===== src/rtl/sdhv_am_search_ctrl.sv =====
// rtl/sdhv_am_search_ctrl.sv - associative-memory argmax search over stored class hypervectors
// Sequences fetch, similarity and best-score tracking per class, then holds the winner until taken.
module sdhv_am_search_ctrl #(
   parameter int LENGTH_VECTOR = 32,
   parameter int NUM_CLASSES   = 8,
   parameter int SCORE_W       = $clog2(LENGTH_VECTOR) + 1,
   parameter int IDX_W         = $clog2(NUM_CLASSES)
) (
   input  logic                     clk,
   input  logic                     arst_n_in,
   input  logic                     query_valid,
   output logic                     query_ready,
   input  logic [LENGTH_VECTOR-1:0] query_hv,
   output logic                     mem_rd_en,
   output logic [IDX_W-1:0]         mem_addr,
   input  logic [LENGTH_VECTOR-1:0] mem_rdata,
   output logic                     sim_start,
   output logic [LENGTH_VECTOR-1:0] sim_hv_a,
   output logic [LENGTH_VECTOR-1:0] sim_hv_b,
   input  logic                     sim_done,
   input  logic [SCORE_W-1:0]       sim_count,
   output logic                     result_valid,
   input  logic                     result_ready,
   output logic [IDX_W-1:0]         result_idx,
   output logic [SCORE_W-1:0]       result_score,
   output logic                     busy
);

   typedef enum logic [2:0] {
      S_IDLE,
      S_FETCH,
      S_MEM_WAIT,
      S_START,
      S_RUN,
      S_UPDATE,
      S_RESULT
   } state_t;

   localparam logic [IDX_W-1:0] LAST_IDX = IDX_W'(NUM_CLASSES - 1);

   state_t                     state_q;
   state_t                     state_d;
   logic [LENGTH_VECTOR-1:0]   query_q;
   logic [LENGTH_VECTOR-1:0]   class_q;
   logic [IDX_W-1:0]           cls_idx;
   logic [IDX_W-1:0]           best_idx;
   logic [SCORE_W-1:0]         best_score;
   logic [SCORE_W-1:0]         count_q;

   always_ff @(posedge clk or negedge arst_n_in) begin
      if (!arst_n_in) begin
         state_q <= S_IDLE;
      end else begin
         state_q <= state_d;
      end
   end

   always_comb begin
      state_d      = state_q;
      query_ready  = 1'b0;
      mem_rd_en    = 1'b0;
      sim_start    = 1'b0;
      result_valid = 1'b0;
      busy         = 1'b1;
      case (state_q)
         S_IDLE: begin
            query_ready = 1'b1;
            busy        = 1'b0;
            if (query_valid) begin
               state_d = S_FETCH;
            end
         end
         S_FETCH: begin
            mem_rd_en = 1'b1;
            state_d   = S_MEM_WAIT;
         end
         S_MEM_WAIT: begin
            state_d = S_START;
         end
         S_START: begin
            sim_start = 1'b1;
            state_d   = S_RUN;
         end
         S_RUN: begin
            if (sim_done) begin
               state_d = S_UPDATE;
            end
         end
         S_UPDATE: begin
            state_d = (cls_idx == LAST_IDX) ? S_RESULT : S_FETCH;
         end
         S_RESULT: begin
            result_valid = 1'b1;
            if (result_ready) begin
               state_d = S_IDLE;
            end
         end
         default: begin
            state_d = S_IDLE;
         end
      endcase
   end

   // Datapath registers; each is only written in the state that owns it.
   always_ff @(posedge clk or negedge arst_n_in) begin
      if (!arst_n_in) begin
         query_q    <= '0;
         class_q    <= '0;
         cls_idx    <= '0;
         best_idx   <= '0;
         best_score <= '0;
         count_q    <= '0;
      end else begin
         case (state_q)
            S_IDLE: begin
               if (query_valid) begin
                  query_q    <= query_hv;
                  cls_idx    <= '0;
                  best_idx   <= '0;
                  best_score <= '0;
               end
            end
            S_MEM_WAIT: begin
               class_q <= mem_rdata;
            end
            S_RUN: begin
               if (sim_done) begin
                  count_q <= sim_count;
               end
            end
            S_UPDATE: begin
               // Strictly greater keeps the lowest index on ties.
               if ((cls_idx == '0) || (count_q > best_score)) begin
                  best_score <= count_q;
                  best_idx   <= cls_idx;
               end
               if (cls_idx != LAST_IDX) begin
                  cls_idx <= cls_idx + IDX_W'(1);
               end
            end
            default: begin
            end
         endcase
      end
   end

   assign mem_addr     = cls_idx;
   assign sim_hv_a     = query_q;
   assign sim_hv_b     = class_q;
   assign result_idx   = best_idx;
   assign result_score = best_score;

endmodule


===== config.mk =====
export PLATFORM = sky130hd
export DESIGN_NAME = sdhv_am_search_ctrl
export DESIGN_NICKNAME = d
export VERILOG_FILES = /design/src/rtl/sdhv_am_search_ctrl.sv
export SDC_FILE = /design/constraint.sdc
export NUM_CORES = 1
export LEC_CHECK = 0
export CAP_MARGIN = 20
export CORE_MARGIN = 8
export CORE_UTILIZATION = 26
export CTS_BUF_LIST = sky130_fd_sc_hd__clkbuf_8 sky130_fd_sc_hd__clkbuf_16
export CTS_CLUSTER_SIZE = 25
export DETAILED_ROUTE_END_ITERATION = 7
export GPL_TIMING_DRIVEN = 0
export PLACE_DENSITY_LB_ADDON = 0.15
export SLEW_MARGIN = 20
export SYNTH_ARGS = -nofsm -noshare
export SYNTH_HDL_FRONTEND = slang
export SYNTH_SLANG_ARGS = --single-unit

===== constraint.sdc =====
create_clock -name clk -period 2.1 [get_ports clk]
set_input_delay 0.42 -clock clk [delete_from_list [all_inputs] [get_ports clk]]
set_output_delay 0.42 -clock clk [all_outputs]
set_load 0.1 [all_outputs]

# After elaboration in Yosys (flattened, before gate mapping)
# Cells that the tools add are included.
# totals
n_memories	0
ff_bits	85
out_inout_bits	81
rom_bits	0
ram_bits	0
inputBits	75
latchBits	0
# classes
n_reduce_logical	9
n_bitwise	0
n_div	0
n_addsub	1
multipliers	0
n_mux	18
n_lt_le_gt_ge	1
n_shift	0
n_eq_ne	13
# ops
op	count
$mux W3	7
$pmux W3 S7	1
$eq A3 B3 Y1 const B	4
$mux W6	2
$pmux W3 S2	2
$pmux W6 S2	1
$ne A2 B2 Y1 const B	5
$reduce_and A3 Y1	3
$eq A3 B2 Y1 const B	2
$gt A6 B6 Y1	1
$logic_not A3 Y1	2
$mux W1	5
$reduce_and A2 Y1	2
$add A3 B1 Y3 const B	1
$eq A3 B1 Y1 const B	1
$ne A3 B3 Y1 const B	1
$reduce_bool A2 Y1	1
$logic_or A1 B1 Y1	1

# Longest topological paths before layout
# Gate-level depths: netlist (run 1).
# logic_depth
ltp_word	4
ltp_mapped	7
depth_no_buf	6

# Worst setup path after synthesis (run 1)
# OpenSTA, ideal clock, no wires.
# synth_timing
path_type	register -> output
start	register state_q[0]
end	output port mem_rd_en
n_path_buf	1
required_time_ps	1680
setup_slack_ps	-1186
path_stages_with_launch	3
t_arrival_ps	2866
path_cell_list	dfrtp_1 buf_2 nor3b_1
# synth_between
elab_chain_len	2
# synth_lines
item	line	text
from (decl)	41	state_t state_q;
from (signal assigned)	54	state_q <= state_d;
$eq A3 B1 Y1	65	case (state_q)
$mux W1	65	
to (decl)	14	output logic mem_rd_en,
# Every way passes these cells.

# Worst setup path in the final report (run 1)
# layout_timing
start	register best_score[4] (netlist: result_score[4])
end	output port result_score[4]
# layout_rtl
item	line	text
from (decl)	47	logic [SCORE_W-1:0] best_score;
from (signal assigned)	134	best_score <= count_q;
to (decl)	25	output logic [SCORE_W-1:0] result_score,
# No word-level cell between the ends.

==> results of run 1 <==
[cell families (layout without fill, tap and decap cells)]
| logic type | count (synthesis) | in the layout | share of synthesized area, % |
|---|---|---|---|
| AO/OA/AOI/OAI | 24 | 24 | 5.26 |
| XOR/XNOR | 1 | 1 | 0.251 |
| adder cells (fa/ha/maj) | 9 | 9 | 3.22 |
| buffers and inverters | 21 | 195 | 2.65 |
| flip-flops | 85 | 85 | 60.9 |
| multiplexers | 72 | 72 | 23.2 |
| AND/OR/NAND/NOR | 23 | 23 | 4.55 |
[metal layers]
metal	vias to the layer above	GRT usage, %
li1	1183	-
met1	1212	13.2
met2	107	15.8
met3	11	6.52
met4	0	4.79
met5	-	0
[cell type report]
type | instances | area, sq um
Tap cell | 176 | 220
Clock buffer | 9 | 225
Fill cell | 1289 | 7590
Clock inverter | 7 | 65.1
Sequential cell | 85 | 2150
Timing Repair Buffer | 158 | 1500
Buffer | 11 | 70.1
Inverter | 10 | 41.3
Multi-Input combinational cell | 129 | 1320
[metrics by stage]
step           setup TNS [ps]  setup slack (ps)  utilization (%)  hold WS, ps
6_report                    0              66.0             42.4          497
5_1_grt                     0              7.99             42.4          511
4_1_cts                     0              8.91             42.4          501
3_5_place_dp           -10070              -659             40.7          356
3_3_place_gp          -243960             -3320             40.5          477
2_1_floorplan            -208              -208                -          124
[cells in the final DEF, fill, tap and decap left out, drive strengths merged]
cell,count
a22o,11
or3,1
xnor2,1
mux2,71
mux2i,1
o21ai,3
nor4b,1
o31ai,1
and3b,2
clkinv,3
nor2,5
buf,18
and2,2
clkbuf,11
nand2b,1
dlygate4sd3,1
nor4bb,1
bufinv,1
nand3b,1
clkinvlp,2
nand4,1
inv,11
o21bai,1
nor4,1
a2111oi,1
clkdlybuf4s50,73
nand2,3
dlygate4sd2,74
o32ai,1
clkdlybuf4s15,1
dfrtp,85
a21o,2
ha,9
nor3b,2
nor2b,2
a21oi,3
a311o,1
[registers in the layout, indices dropped and copies added, names as in the netlist]
name,count
count_q,6
mem_addr,3
result_idx,3
result_score,6
sim_hv_a,32
sim_hv_b,32
state_q,3
[final timing paths]
check                      depth (start not counted)             from              end  slack, ps
max reg2reg                                        7  result_score[3]  result_score[0]        130
min in group asynchronous                          2        arst_n_in  result_score[1]        550
min reg2reg                                        1     sim_hv_a[14]     sim_hv_a[14]        500
min                                                1     sim_hv_a[14]     sim_hv_a[14]        500
max                                                1  result_score[4]  result_score[4]         70
max in group asynchronous                          3        arst_n_in  result_score[2]        960
[repair_timing]
action                                 in CTS  in global routing
cloned                                      0                  0
setup endpoints to repair                  81                  7
resized for setup                         115                  8
buffers inserted                            0                  1
pin swaps                                   0                  1
hold buffers                                1                  0
endpoints found under the hold margin      20                  0
==> run_results.csv, run 1 <==
group,metric,value,unit
placed_design,dp_hpwl,6.90,mm
route,top_layer,"met4",
synth,syn_nets,319,
route,wl_met1,3.95,mm
timing,finalSetupViolations,0,
global_route,grt_overflow,0,
synth,ys_seq_area_share,60.9,%
final_layout,fin_cells,585,
floorplanning,fp.dieArea,17400,sq um
floorplanning,pin_count,156,
timing,slew_viol_final,0,
synth,ys_async_sr_fraction,100,%
global_route,grt_max_degree,49,
timing,fin_skew,8.54,ps
route,dr_wl_met2,3.89,mm
route,ant_nets,0,
timing,rsz0062_at_grt,"no",
synth,ys_ff_latch,85,
floorplanning,core,13200,sq um
floorplanning,start_util,26.5,%
placed_design,placed_cells,567,
timing,maxSlewHeadroom,31.7,%
clocking,path_clk_slew,60,ps
global_route,grt_pass1_wl,15.5,mm
timing,tightest_slew,1030,ps
setup_path,critPathArrivalTime,1610,ps
placed_design,place_area,5370,sq um
setup_path,endpoint_kind,"output port",
setup_path,crit_slowest_cell,"clkdlybuf4s15_1",
setup_path,crit_fanout,3,
setup_path,cp_top_family,"buffers and inverters",
clocking,numCtsBuffers,9,
min_path,hp-class,"register to register",
global_route,grtUsageTotal,11.1,%
synth,synth.most_common_cell,"dfrtp_1",
job,max-cap-violations,0,
synth,synth_area_leaders,"dfrtp_1 61%, mux2_2 23%, ha_1 3.2%",
clocking,cts_root_buf,"clkbuf_16",
timing,fmax,492,MHz
placed_design,numPortBuffers,155,
synth,avgSynthCellArea,14.9,sq um
timing,hold_viol,0,
synth,yosys.area.top_type,"dfrtp_1",
clocking,clockBufferDepth,2,
timing,period_share,96.9,%
final_layout,nets,488,
route,drc_errors,0,
route,initialDrtViolationCount,99,
floorplanning,die_w,132,um
synth,ys_types,32,
floorplanning,row_count,42,
timing,period_minus_slack,2030,ps
final_layout,syn_to_final_growth,60.2,%
final_layout,drive_gt1_share,31.1,%
setup_path,path_class,"register to output port",
route,post_drt_wl_per_cell,15.5,um
setup_path,start_kind,"register",
synth,ys.flop_type,"dfrtp_1",
synth,synth_common_cells,"85 x dfrtp_1, 71 x mux2_2, 11 x a22o_1",
clocking,clock-sinks,85,
placed_design,routabilityCongestion,0.670,
synth,yosysTopAreaCellShare,60.9,%
final_layout,fin_area,5600,sq um
setup_path,crit_buf_inv,1,
global_route,antenna_found_initial,0,
global_route,grt_pass1_vias,2837,
setup_path,cp_cell_sequence,"clkdlybuf4s15_1",
clocking,clk_latency,340,ps
floorplanning,chipHeight,132,um
route,vias,2513,
synth,yosys_warnings,0,
outcome,status,"completed",
synth,synthesis.area,3490,sq um
route,firstDrtPassIters,4,
synth,synth_cells,235,
setup_path,cp_data_required_time,1680,ps
route,wl_met3,1.10,mm
route,totalWireLength,9.09,mm
route,via_per_inst,4.30,
clocking,cts_tree,"done",
clocking,h-tree-depth,3,
setup_path,cpPeakStageDelay,850,ps
final_layout,diodes,0,
synth,synth_edf_count,0,
Power of run 1 is left out: the tool's default activity adds up to more than one toggle a clock period on the data nets, which glitch-free logic cannot reach.
==> run 2: changes to the inputs <==
--- a/config.mk
+++ b/config.mk
@@ -9,6 +9,7 @@
 export CORE_MARGIN = 8
 export CORE_UTILIZATION = 26
 export CTS_BUF_LIST = sky130_fd_sc_hd__clkbuf_8 sky130_fd_sc_hd__clkbuf_16
+export CTS_CLUSTER_DIAMETER = 60
 export CTS_CLUSTER_SIZE = 25
 export DETAILED_ROUTE_END_ITERATION = 7
 export GPL_TIMING_DRIVEN = 0
==> results of run 2 <==
Same layout as run 1: the final DEF is identical, and so are final timing and power.
Power of run 2 is left out for the same reason.
